File: src/rtl/intersection_pkg.sv
// intersection_pkg: shared types and default timing for the two-way intersection scheduler.
//   state_e       - controller state; the encoding is also the external phase code (0..5)
//   *Def          - default cycle counts and timer width used by intersection_scheduler
package intersection_pkg;

  typedef enum logic [2:0] {
    StClrA = 3'd0,  // both red, clearing into green A
    StGrnA = 3'd1,
    StYelA = 3'd2,
    StClrB = 3'd3,  // both red, clearing into green B
    StGrnB = 3'd4,
    StYelB = 3'd5
  } state_e;

  localparam int unsigned GreenMinDef = 8;
  localparam int unsigned GreenMaxDef = 16;
  localparam int unsigned YellowTDef  = 3;
  localparam int unsigned AllredTDef  = 2;
  localparam int unsigned CntWDef     = 5;

endpackage

File: src/rtl/phase_timer.sv
// phase_timer: per-state cycle counter for the intersection scheduler.
//   sysclk - clock, rising edge
//   rst    - asynchronous active-high reset, forces count to 0
//   clear  - synchronous clear (asserted on the edge that changes state)
//   count  - cycles spent in the current state, saturating at 2^CNT_W-1
module phase_timer #(
  parameter int unsigned CNT_W = 5
) (
  input  logic             sysclk,
  input  logic             rst,
  input  logic             clear,
  output logic [CNT_W-1:0] count
);

  logic [CNT_W-1:0] count_q, count_d;

  always_comb begin
    count_d = count_q;
    if (clear) begin
      count_d = '0;
    end else if (count_q != '1) begin
      count_d = count_q + CNT_W'(1);
    end
  end

  always_ff @(posedge sysclk or posedge rst) begin
    if (rst) begin
      count_q <= '0;
    end else begin
      count_q <= count_d;
    end
  end

  assign count = count_q;

endmodule

File: src/rtl/intersection_scheduler.sv
// intersection_scheduler: Moore traffic-light controller for two conflicting directions A and B.
//   sysclk         - clock, rising edge
//   rst            - asynchronous active-high reset (state CLR_A, timer 0, no pending requests)
//   req_a, req_b   - level vehicle demand per direction
//   pass_a, pass_b - pedestrian request pulses, latched into pend_a/pend_b
//   ra/ya/ga       - direction A lamps; rb/yb/gb - direction B lamps
//   pend_a, pend_b - latched pedestrian requests awaiting their green
//   phase          - current state code (0..5)
module intersection_scheduler
  import intersection_pkg::*;
#(
  parameter int unsigned GREEN_MIN = GreenMinDef,
  parameter int unsigned GREEN_MAX = GreenMaxDef,
  parameter int unsigned YELLOW_T  = YellowTDef,
  parameter int unsigned ALLRED_T  = AllredTDef,
  parameter int unsigned CNT_W     = CntWDef
) (
  input  logic       sysclk,
  input  logic       rst,
  input  logic       req_a,
  input  logic       req_b,
  input  logic       pass_a,
  input  logic       pass_b,
  output logic       ra,
  output logic       ga,
  output logic       ya,
  output logic       rb,
  output logic       gb,
  output logic       yb,
  output logic       pend_a,
  output logic       pend_b,
  output logic [2:0] phase
);

  // Last timer value of each interval: the transition fires on the edge that ends that cycle.
  localparam logic [CNT_W-1:0] GreenMinLast = CNT_W'(GREEN_MIN - 1);
  localparam logic [CNT_W-1:0] GreenMaxLast = CNT_W'(GREEN_MAX - 1);
  localparam logic [CNT_W-1:0] YellowLast   = CNT_W'(YELLOW_T - 1);
  localparam logic [CNT_W-1:0] AllredLast   = CNT_W'(ALLRED_T - 1);

  state_e           state_q, state_d;
  logic [CNT_W-1:0] timer;
  logic             pend_a_q, pend_a_d;
  logic             pend_b_q, pend_b_d;
  logic             demand_a, demand_b;
  logic             green_done_a, green_done_b;

  assign demand_a = req_a | pend_a_q;
  assign demand_b = req_b | pend_b_q;

  // A green only yields to a waiting opposite direction; without one it rests indefinitely.
  assign green_done_a = demand_b & (((timer >= GreenMinLast) & ~req_a) | (timer >= GreenMaxLast));
  assign green_done_b = demand_a & (((timer >= GreenMinLast) & ~req_b) | (timer >= GreenMaxLast));

  phase_timer #(
    .CNT_W (CNT_W)
  ) u_phase_timer (
    .sysclk (sysclk),
    .rst    (rst),
    .clear  (state_d != state_q),
    .count  (timer)
  );

  // State register
  always_ff @(posedge sysclk or posedge rst) begin
    if (rst) begin
      state_q <= StClrA;
    end else begin
      state_q <= state_d;
    end
  end

  // Next-state logic
  always_comb begin
    state_d = state_q;
    unique case (state_q)
      StClrA: if (timer >= AllredLast) state_d = StGrnA;
      StGrnA: if (green_done_a)        state_d = StYelA;
      StYelA: if (timer >= YellowLast) state_d = StClrB;
      StClrB: if (timer >= AllredLast) state_d = StGrnB;
      StGrnB: if (green_done_b)        state_d = StYelB;
      StYelB: if (timer >= YellowLast) state_d = StClrA;
      default:                         state_d = StClrA;
    endcase
  end

  // Pedestrian latches: entering the matching green clears, and that clear beats a same-edge set.
  always_comb begin
    pend_a_d = pend_a_q;
    if (state_d == StGrnA && state_q != StGrnA) begin
      pend_a_d = 1'b0;
    end else if (pass_a && state_q != StGrnA) begin
      pend_a_d = 1'b1;
    end
  end

  always_comb begin
    pend_b_d = pend_b_q;
    if (state_d == StGrnB && state_q != StGrnB) begin
      pend_b_d = 1'b0;
    end else if (pass_b && state_q != StGrnB) begin
      pend_b_d = 1'b1;
    end
  end

  always_ff @(posedge sysclk or posedge rst) begin
    if (rst) begin
      pend_a_q <= 1'b0;
      pend_b_q <= 1'b0;
    end else begin
      pend_a_q <= pend_a_d;
      pend_b_q <= pend_b_d;
    end
  end

  // Output decode from the state register only
  always_comb begin
    ra = 1'b1;
    ga = 1'b0;
    ya = 1'b0;
    rb = 1'b1;
    gb = 1'b0;
    yb = 1'b0;
    unique case (state_q)
      StGrnA: begin
        ra = 1'b0;
        ga = 1'b1;
      end
      StYelA: begin
        ra = 1'b0;
        ya = 1'b1;
      end
      StGrnB: begin
        rb = 1'b0;
        gb = 1'b1;
      end
      StYelB: begin
        rb = 1'b0;
        yb = 1'b1;
      end
      default: ;
    endcase
  end

  assign pend_a = pend_a_q;
  assign pend_b = pend_b_q;
  assign phase  = state_q;

endmodule

File: config.mk
export PLATFORM = sky130hd
export DESIGN_NAME = intersection_scheduler
export DESIGN_NICKNAME = d
export VERILOG_FILES = /design/src/rtl/intersection_pkg.sv /design/src/rtl/phase_timer.sv /design/src/rtl/intersection_scheduler.sv
export SDC_FILE = /design/constraint.sdc
export NUM_CORES = 1
export LEC_CHECK = 0
export BUFFER_PORTS_ARGS = -buffer_cell sky130_fd_sc_hd__buf_2
export CORE_MARGIN = 2
export CORE_UTILIZATION = 54
export CTS_BUF_LIST = sky130_fd_sc_hd__clkbuf_8
export DETAILED_ROUTE_END_ITERATION = 10
export PLACE_DENSITY_LB_ADDON = 0.3
export SETUP_SLACK_MARGIN = 0.05
export SLEW_MARGIN = 10
export SYNTH_ARGS = -nofsm -noshare
export SYNTH_HDL_FRONTEND = slang
export SYNTH_SLANG_ARGS = --single-unit
File: constraint.sdc
create_clock -name sysclk -period 2.35 [get_ports sysclk]
set_input_delay 0.235 -clock sysclk [delete_from_list [all_inputs] [get_ports sysclk]]
set_output_delay 0.235 -clock sysclk [all_outputs]
set_load 0.02 [all_outputs]
==> results.md, run 1 <==
* Status: completed
* Static leakage at 0.000413 uW
* Post-route ant nets at 0
* Fin Hold WS at 0.263 ns
* Main synth FF type: dfrtp_1
* Top post-synthesis cells by area: dfrtp_1 (33%), ha_1 (8.3%), nor2_1 (6.0%)
* Worst Setup Start Kind: register
* Largest net degree at the start of global routing at 12
* Clock root buffer: clkbuf_8
* Slew Viols, Final at 0
* # fillers at 115
* Tightest Hold Check Type: input pin to register
* Met1 usage at 34.8%
* Required @ worst endpoint at 2.49 ns
* Ys async rst share at 100%
* Grt met3 use at 5.32%
* Final Hold Violating Endpoints at 0
* R2R Path End: u_phase_timer.count[0]
* Top-count cell post-synth: nor2_1
* Cell Area, Placed at 826 um^2
* Global Route Usage Sum at 24.2%
* Initial antenna violation count at 0
* Routed wire length at 1.82 mm
* GR Util met2 at 36.7%
* Worst slew pin tran at 0.412 ns
* Die X at 41.3 um
* Biggest cell delay along the critical path at 0.49 ns
* R2R setup slack at 0.28 ns
* Synth Register Bits at 10
* Pwr dens at 1490 nW/um^2
* Critical-path maximum fanout at 8
* YS warnings at 0
* Max Root-Sink Buffers at 2
* Hold Crit Depth at 3
* Layout cells sized above 1 at 27.9%
* Post-synth top cells: nor2_1 (12), dfrtp_1 (10), a21oi_1 (8)
* Final core utilization at 67.4%
* VDD IR max at 0.756 mV
* Final nets at 117
* Arr. time, crit path at 2.21 ns
* Reg-to-reg startpoint: u_phase_timer.count[1]
* WS Path Type: register to register
* Gate Count Post-Synth at 88
* CTS tree: yes
* Worst-path cell chain: ha_1, and3_1, ha_1, nor2_1, nand2_1, o221ai_2, a31oi_2, nor3_1
* DR DRC count at 0
* Min-Delay Endpoint: pend_a
* Worst-path clk slew at 0.05 ns
* Cell taking the most area after synthesis: dfrtp_1
* Number of flops mapped to enable cells by yosys at 0
* Top cell by count, worst path: ha_1
* Diodes inserted at 0
* Area delta synth->final at 16.6%
* Final setup viols at 0
* Clock Skew at 0.0117 ns
* Avg WL per Cell at 15.3 um
* GRT overflow at 0
* Slowest-stage cell, CP: dfrtp_1
* Buf/Inv on CP at 0
* Post-synthesis cell type count at 30
* # Post-CTS Setup Buffers at 0
* Setup_tns at 0 ns
* Post-Syn Nets at 99
* Register area share after synthesis at 33.3%
* First-pass GRT wire length at 2.67 mm
* Starting Density at 57.8%
* Hold path start: pass_a
* Num CTS Buffers at 3
* Worst Setup End Kind: register
* Die area at 1710 um^2
* Io pins at 17
* Clk sinks at 10
* Slew headroom at 72.5%
* Port Buffers at 16
* Synth Cell Area at 752 um^2
* Fmax at 484 MHz
* Synth top area share at 33.3%
* Fin area at 877 um^2
* Detailed Route Iter0 Violations at 30
* Drt first pass iters at 4
* Core Rows at 13
* Max-Cap Viols at 0
* Vias in the first global route at 613
* Family with the most delay on the worst path: simple AND/OR/NAND/NOR gates
* Worst skew pair latency at 0.24 ns
* Die Ht at 41.3 um
* GPL Wtd Cong at 0.913
* RSZ-0062 raised after global routing: false
* Final worst-path cycle share at 88.0%
* Vias at 729
* Tmin final at 2.07 ns
* H-Tree Depth at 1
* Worst Reg2Reg Path Length in Cells at 8
* Core Area at 1300 um^2
* Syn Area/Cell at 8.55 um^2
* Post-detailed-route via-to-cell ratio at 6.13
* Busiest grt layer: met2
* HPWL Detailed at 1.28 mm
cell usage in the layout (no fill, tap or decap):
cell type,instances
nor2b_1,2
dlygate4sd3_1,1
nand3_1,2
clkbuf_8,3
and3_1,1
inv_1,6
a31oi_1,1
o211ai_1,1
xnor2_1,1
nand2b_1,2
a21oi_1,8
nand4_1,2
nand4b_1,1
a211oi_2,1
nor3_1,7
nand2_1,6
o221ai_2,2
nor4_4,1
ha_1,5
o21ai_2,1
or3_1,1
dfrtp_1,10
xor2_1,2
o22a_1,1
a21oi_2,1
buf_2,16
a31oi_2,1
nand2_2,2
o22ai_1,3
nor2_1,12
nor2_2,1
kinds of logic after synthesis:
family	synth area share, %
adders and majority gates	8.32
buffers and inverters	6.32
and+or+nand+nor	28.1
xor gates and xnor gates	3.49
AOI/OAI and AO/OA	20.5
DFF	33.3
flip-flops by register name, indices dropped and copies added, names as in the netlist:
signal,cells
u_phase_timer.count,5
pend_a,1
pend_b,1
phase,3
per-stage QoR:
stage                     power, uW  std cells  setup slack [ns]
after floorplan                 944         88             0.516
after global placement         1090        115             0.404
after detailed placement       1120        115             0.351
after CTS                      1300        119             0.299
after global routing           1410        119            0.0531
final                          1310        119             0.282
worst min-delay path, cell delays in order:
cell	delay [ns]
buf_2	0.07
nor2_1	0.03
a21oi_1	0.11
layout make-up:
type                            instances  area [um^2]  area share, %
Tap cell                               15         18.8           2.14
Inverter                                6         22.5           2.57
Sequential cell                        10          250           28.5
Timing Repair Buffer                   17         90.1           10.3
Clock buffer                            3         41.3           4.71
Multi-Input combinational cell         68          454           51.8
power breakdown:
| part | total [uW] | switching (uW) | internal [uW] |
|---|---|---|---|
| logic | 738 | 463 | 276 |
| clock network | 176 | 63.9 | 112 |
| registers | 397 | 159 | 237 |
| total | 1310 | 686 | 625 |
how the worst max path moves through the flow:
stage / from / to / slack [ns] / cells past startpoint
5_1_grt: u_phase_timer.count[1] / u_phase_timer.count[1] / 0.05 / 8
6_report: u_phase_timer.count[1] / u_phase_timer.count[0] / 0.28 / 8
3_3_place_gp: u_phase_timer.count[0] / u_phase_timer.count[0] / 0.40 / 8
3_5_place_dp: u_phase_timer.count[1] / u_phase_timer.count[3] / 0.35 / 8
2_1_floorplan: phase[1] / u_phase_timer.count[0] / 0.52 / 6
4_1_cts: u_phase_timer.count[1] / u_phase_timer.count[0] / 0.30 / 8
metal layers:
metal	share of wire [%]	vias up
li1	-	345
met1	46	328
met2	45	48
met3	7.6	8
met4	1.7	0
met5	0	-
timing repair:
action / in CTS / in global routing
hold buffers: 1 / 0
hold endpoints to repair: 5 / 0
resized for setup: 0 / 0
Power figures use the tool's default switching activity.
==> run 2, diff against run 1 <==
ABC_CLOCK_PERIOD_IN_PS = 2350   (was unset)
CORE_UTILIZATION = 51   (was 54)
CTS_BUF_LIST = unset   (was sky130_fd_sc_hd__clkbuf_8)
==> run 2 against run 1 <==
Net effect: setup slack better by 0.080 ns; die area increased by 5.3%; non-clock buffer count grew 1; clock skew down 0.0095 ns; cell count up 1.7%; first-iteration DRC count unchanged; power increased by 0.15%; utilization decreased by 1.5 points; flip-flop and latch count is the same; maximum frequency up 4.0%; via count decreased by 1.8%; worst hold slack got worse by 0.048 ns; largest power group unchanged.
==> results.md, run 2 (synthesized netlist as in run 1, its figures left out) <==
* Starting Density at 56.4% (was 57.8%)
* Cell Area, Placed at 833 um^2 (was 826 um^2)
* Worst Setup Start Kind: register (unchanged)
* Worst skew pair latency at 0.27 ns (was 0.24 ns)
* GPL Wtd Cong at 0.960 (was 0.913)
* Max Root-Sink Buffers at 2 (unchanged)
* Slew headroom at 71.0% (was 72.5%)
* VDD IR max at 0.675 mV (was 0.756 mV)
* Layout cells sized above 1 at 29.2% (was 27.9%)
* Tightest Hold Check Type: input pin to register (unchanged)
* Multi-input logic area at 454 um^2 (unchanged)
* Fmax at 503 MHz (was 484 MHz)
* Core Area at 1330 um^2 (was 1300 um^2)
* Top cell by count, worst path: ha_1 (unchanged)
* WS Path Type: register to register (unchanged)
* Final nets at 118 (was 117)
* GRT overflow at 0 (unchanged)
* Vias at 716 (was 729)
* HPWL Detailed at 1.33 mm (was 1.28 mm)
* Drt first pass iters at 4 (unchanged)
* # fillers at 112 (was 115)
* Post-route insts no fill at 121 (was 119)
* Pwr dens at 1490 nW/um^2 (about the same)
* Largest register FFs at 5 (unchanged)
* Biggest cell delay along the critical path at 0.49 ns (about the same)
* Num CTS Buffers at 3 (unchanged)
* Setup_tns at 0 ns (unchanged)
* Die area at 1800 um^2 (was 1710 um^2)
* H-Tree Depth at 1 (unchanged)
* Slowest-stage cell, CP: dfrtp_1 (unchanged)
* Clock root buffer: clkbuf_4 (was clkbuf_8)
* Area delta synth->final at 17.0% (was 16.6%)
* CTS tree: yes (unchanged)
* Fin area at 880 um^2 (was 877 um^2)
* Register area at 250 um^2 (unchanged)
* Most frequent cells in the layout: buf_2 (16), nor2_1 (12), dfrtp_1 (10) (unchanged)
* Core Rows at 13 (unchanged)
* Largest net degree at the start of global routing at 12 (unchanged)
* P_int at 619 uW (was 625 uW)
* Die Ht at 42.4 um (was 41.3 um)
* Worst slew pin tran at 0.431 ns (was 0.412 ns)
* Clock share of power at 12.2% (was 13.4%)
* Combinational share of power at 58.9% (was 56.3%)
* Final Hold Violating Endpoints at 0 (unchanged)
* # Post-CTS Setup Buffers at 0 (unchanged)
* Die X at 42.4 um (was 41.3 um)
* Diodes inserted at 0 (unchanged)
* Arr. time, crit path at 2.18 ns (was 2.21 ns)
* Worst Setup End Kind: register (unchanged)
* First-pass GRT wire length at 3.01 mm (was 2.67 mm)
* Worst-path clk slew at 0.07 ns (was 0.05 ns)
* Critical-path maximum fanout at 8 (unchanged)
* DR DRC count at 0 (unchanged)
* Post-CTS sizing at 0 (unchanged)
* RSZ-0062 raised after global routing: false (unchanged)
* Io pins at 17 (unchanged)
* Avg WL per Cell at 15.2 um (was 15.3 um)
* Status: completed (unchanged)
* Final setup viols at 0 (unchanged)
* Clk sinks at 10 (unchanged)
* Post-detailed-route via-to-cell ratio at 5.92 (was 6.13)
* Port Buffers at 16 (unchanged)
* Global Route Usage Sum at 22.4% (was 24.2%)
* Clock Skew at 0.00212 ns (was 0.0117 ns)
* Most common cell after layout, fill and taps aside: buf_2 (unchanged)
* NetSw at 694 uW (was 686 uW)
* Required @ worst endpoint at 2.54 ns (was 2.49 ns)
* Detailed Route Iter0 Violations at 30 (unchanged)
* Worst-path cell chain: ha_1, and3_1, ha_1, nor2_1, nand2_1, o221ai_2, a31oi_2, nor3_1 (unchanged)
* Slew Viols, Final at 0 (unchanged)
* Vias in the first global route at 669 (was 613)
* Initial antenna violation count at 0 (unchanged)
* Dpl cells at 116 (was 115)
* Tmin final at 1.99 ns (was 2.07 ns)
* Max-Cap Viols at 0 (unchanged)
* Sequential power share at 28.9% (was 30.3%)
* Static leakage at 0.000417 uW (was 0.000413 uW)
* Routed wire length at 1.84 mm (was 1.82 mm)
* Post-route ant nets at 0 (unchanged)
* Switching share of power at 52.9% (was 52.3%)
* Final worst-path cycle share at 84.6% (was 88.0%)
-- run 2: stage by stage --
step	setup WS [ns]	hold WS (ns)	utilization (%)	power [uW]
finish	0.362	0.214	65.9	1310
global route	0.200	0.232	65.9	1400
CTS	0.361	0.222	65.9	1300
detailed placement	0.374	0.235	62.5	1130
global placement	0.427	0.227	62.5	1110
floorplan	0.516	0.0752	-	944
-- run 2: path summary, 6_finish.rpt --
check                      slack [ns]              startpoint  cells after the start                      to
hold / removal                   0.21                  pass_a                      3                  pend_a
max in group asynchronous        1.59                     rst                      3  u_phase_timer.count[1]
min in group asynchronous        0.48                     rst                      3                phase[2]
setup / recovery                 0.36  u_phase_timer.count[1]                      8  u_phase_timer.count[1]
setup reg to reg                 0.36  u_phase_timer.count[1]                      8  u_phase_timer.count[1]
hold reg to reg                  0.57                  pend_b                      1                  pend_b
-- run 2: per-layer routing --
metal  wire length [um]  vias up  global-route usage (%)
met5                  0        -                       0
met4                 39        0                    8.75
met3                 96        6                    3.88
met2                876       30                    36.3
met1                829      333                    29.4
li1                   -      347                       -
-- run 2: power by group through the flow --
stage	clock network (uW)	registers [uW]	logic [uW]
3_5_place_dp	0	379	753
6_report	160	380	773
3_3_place_gp	0	375	737
4_1_cts	159	376	761
5_1_grt	165	396	839
2_1_floorplan	0	343	601
-- run 2: critical path: cells and delay by family (launching register included) --
family / cells / cell delay, ns
AOI/OAI and AO/OA: 2 / 0.38
and+or+nand+nor: 4 / 0.59
adders and majority gates: 2 / 0.43
DFF: 1 / 0.49
-- run 2: area by class of cell --
cell class              count  share of cell area [%]
clock buffers               4                    4.13
inverters                   6                    2.56
flip-flops and latches     10                    28.4
multi-input cells          68                    51.6
repair buffers             18                    11.1
well taps                  15                    2.13
-- run 2: repair_timing --
item                       4_1_cts  5_1_grt
hold endpoints to repair        10        0
setup endpoints to repair        0        0
hold buffers                     1        0
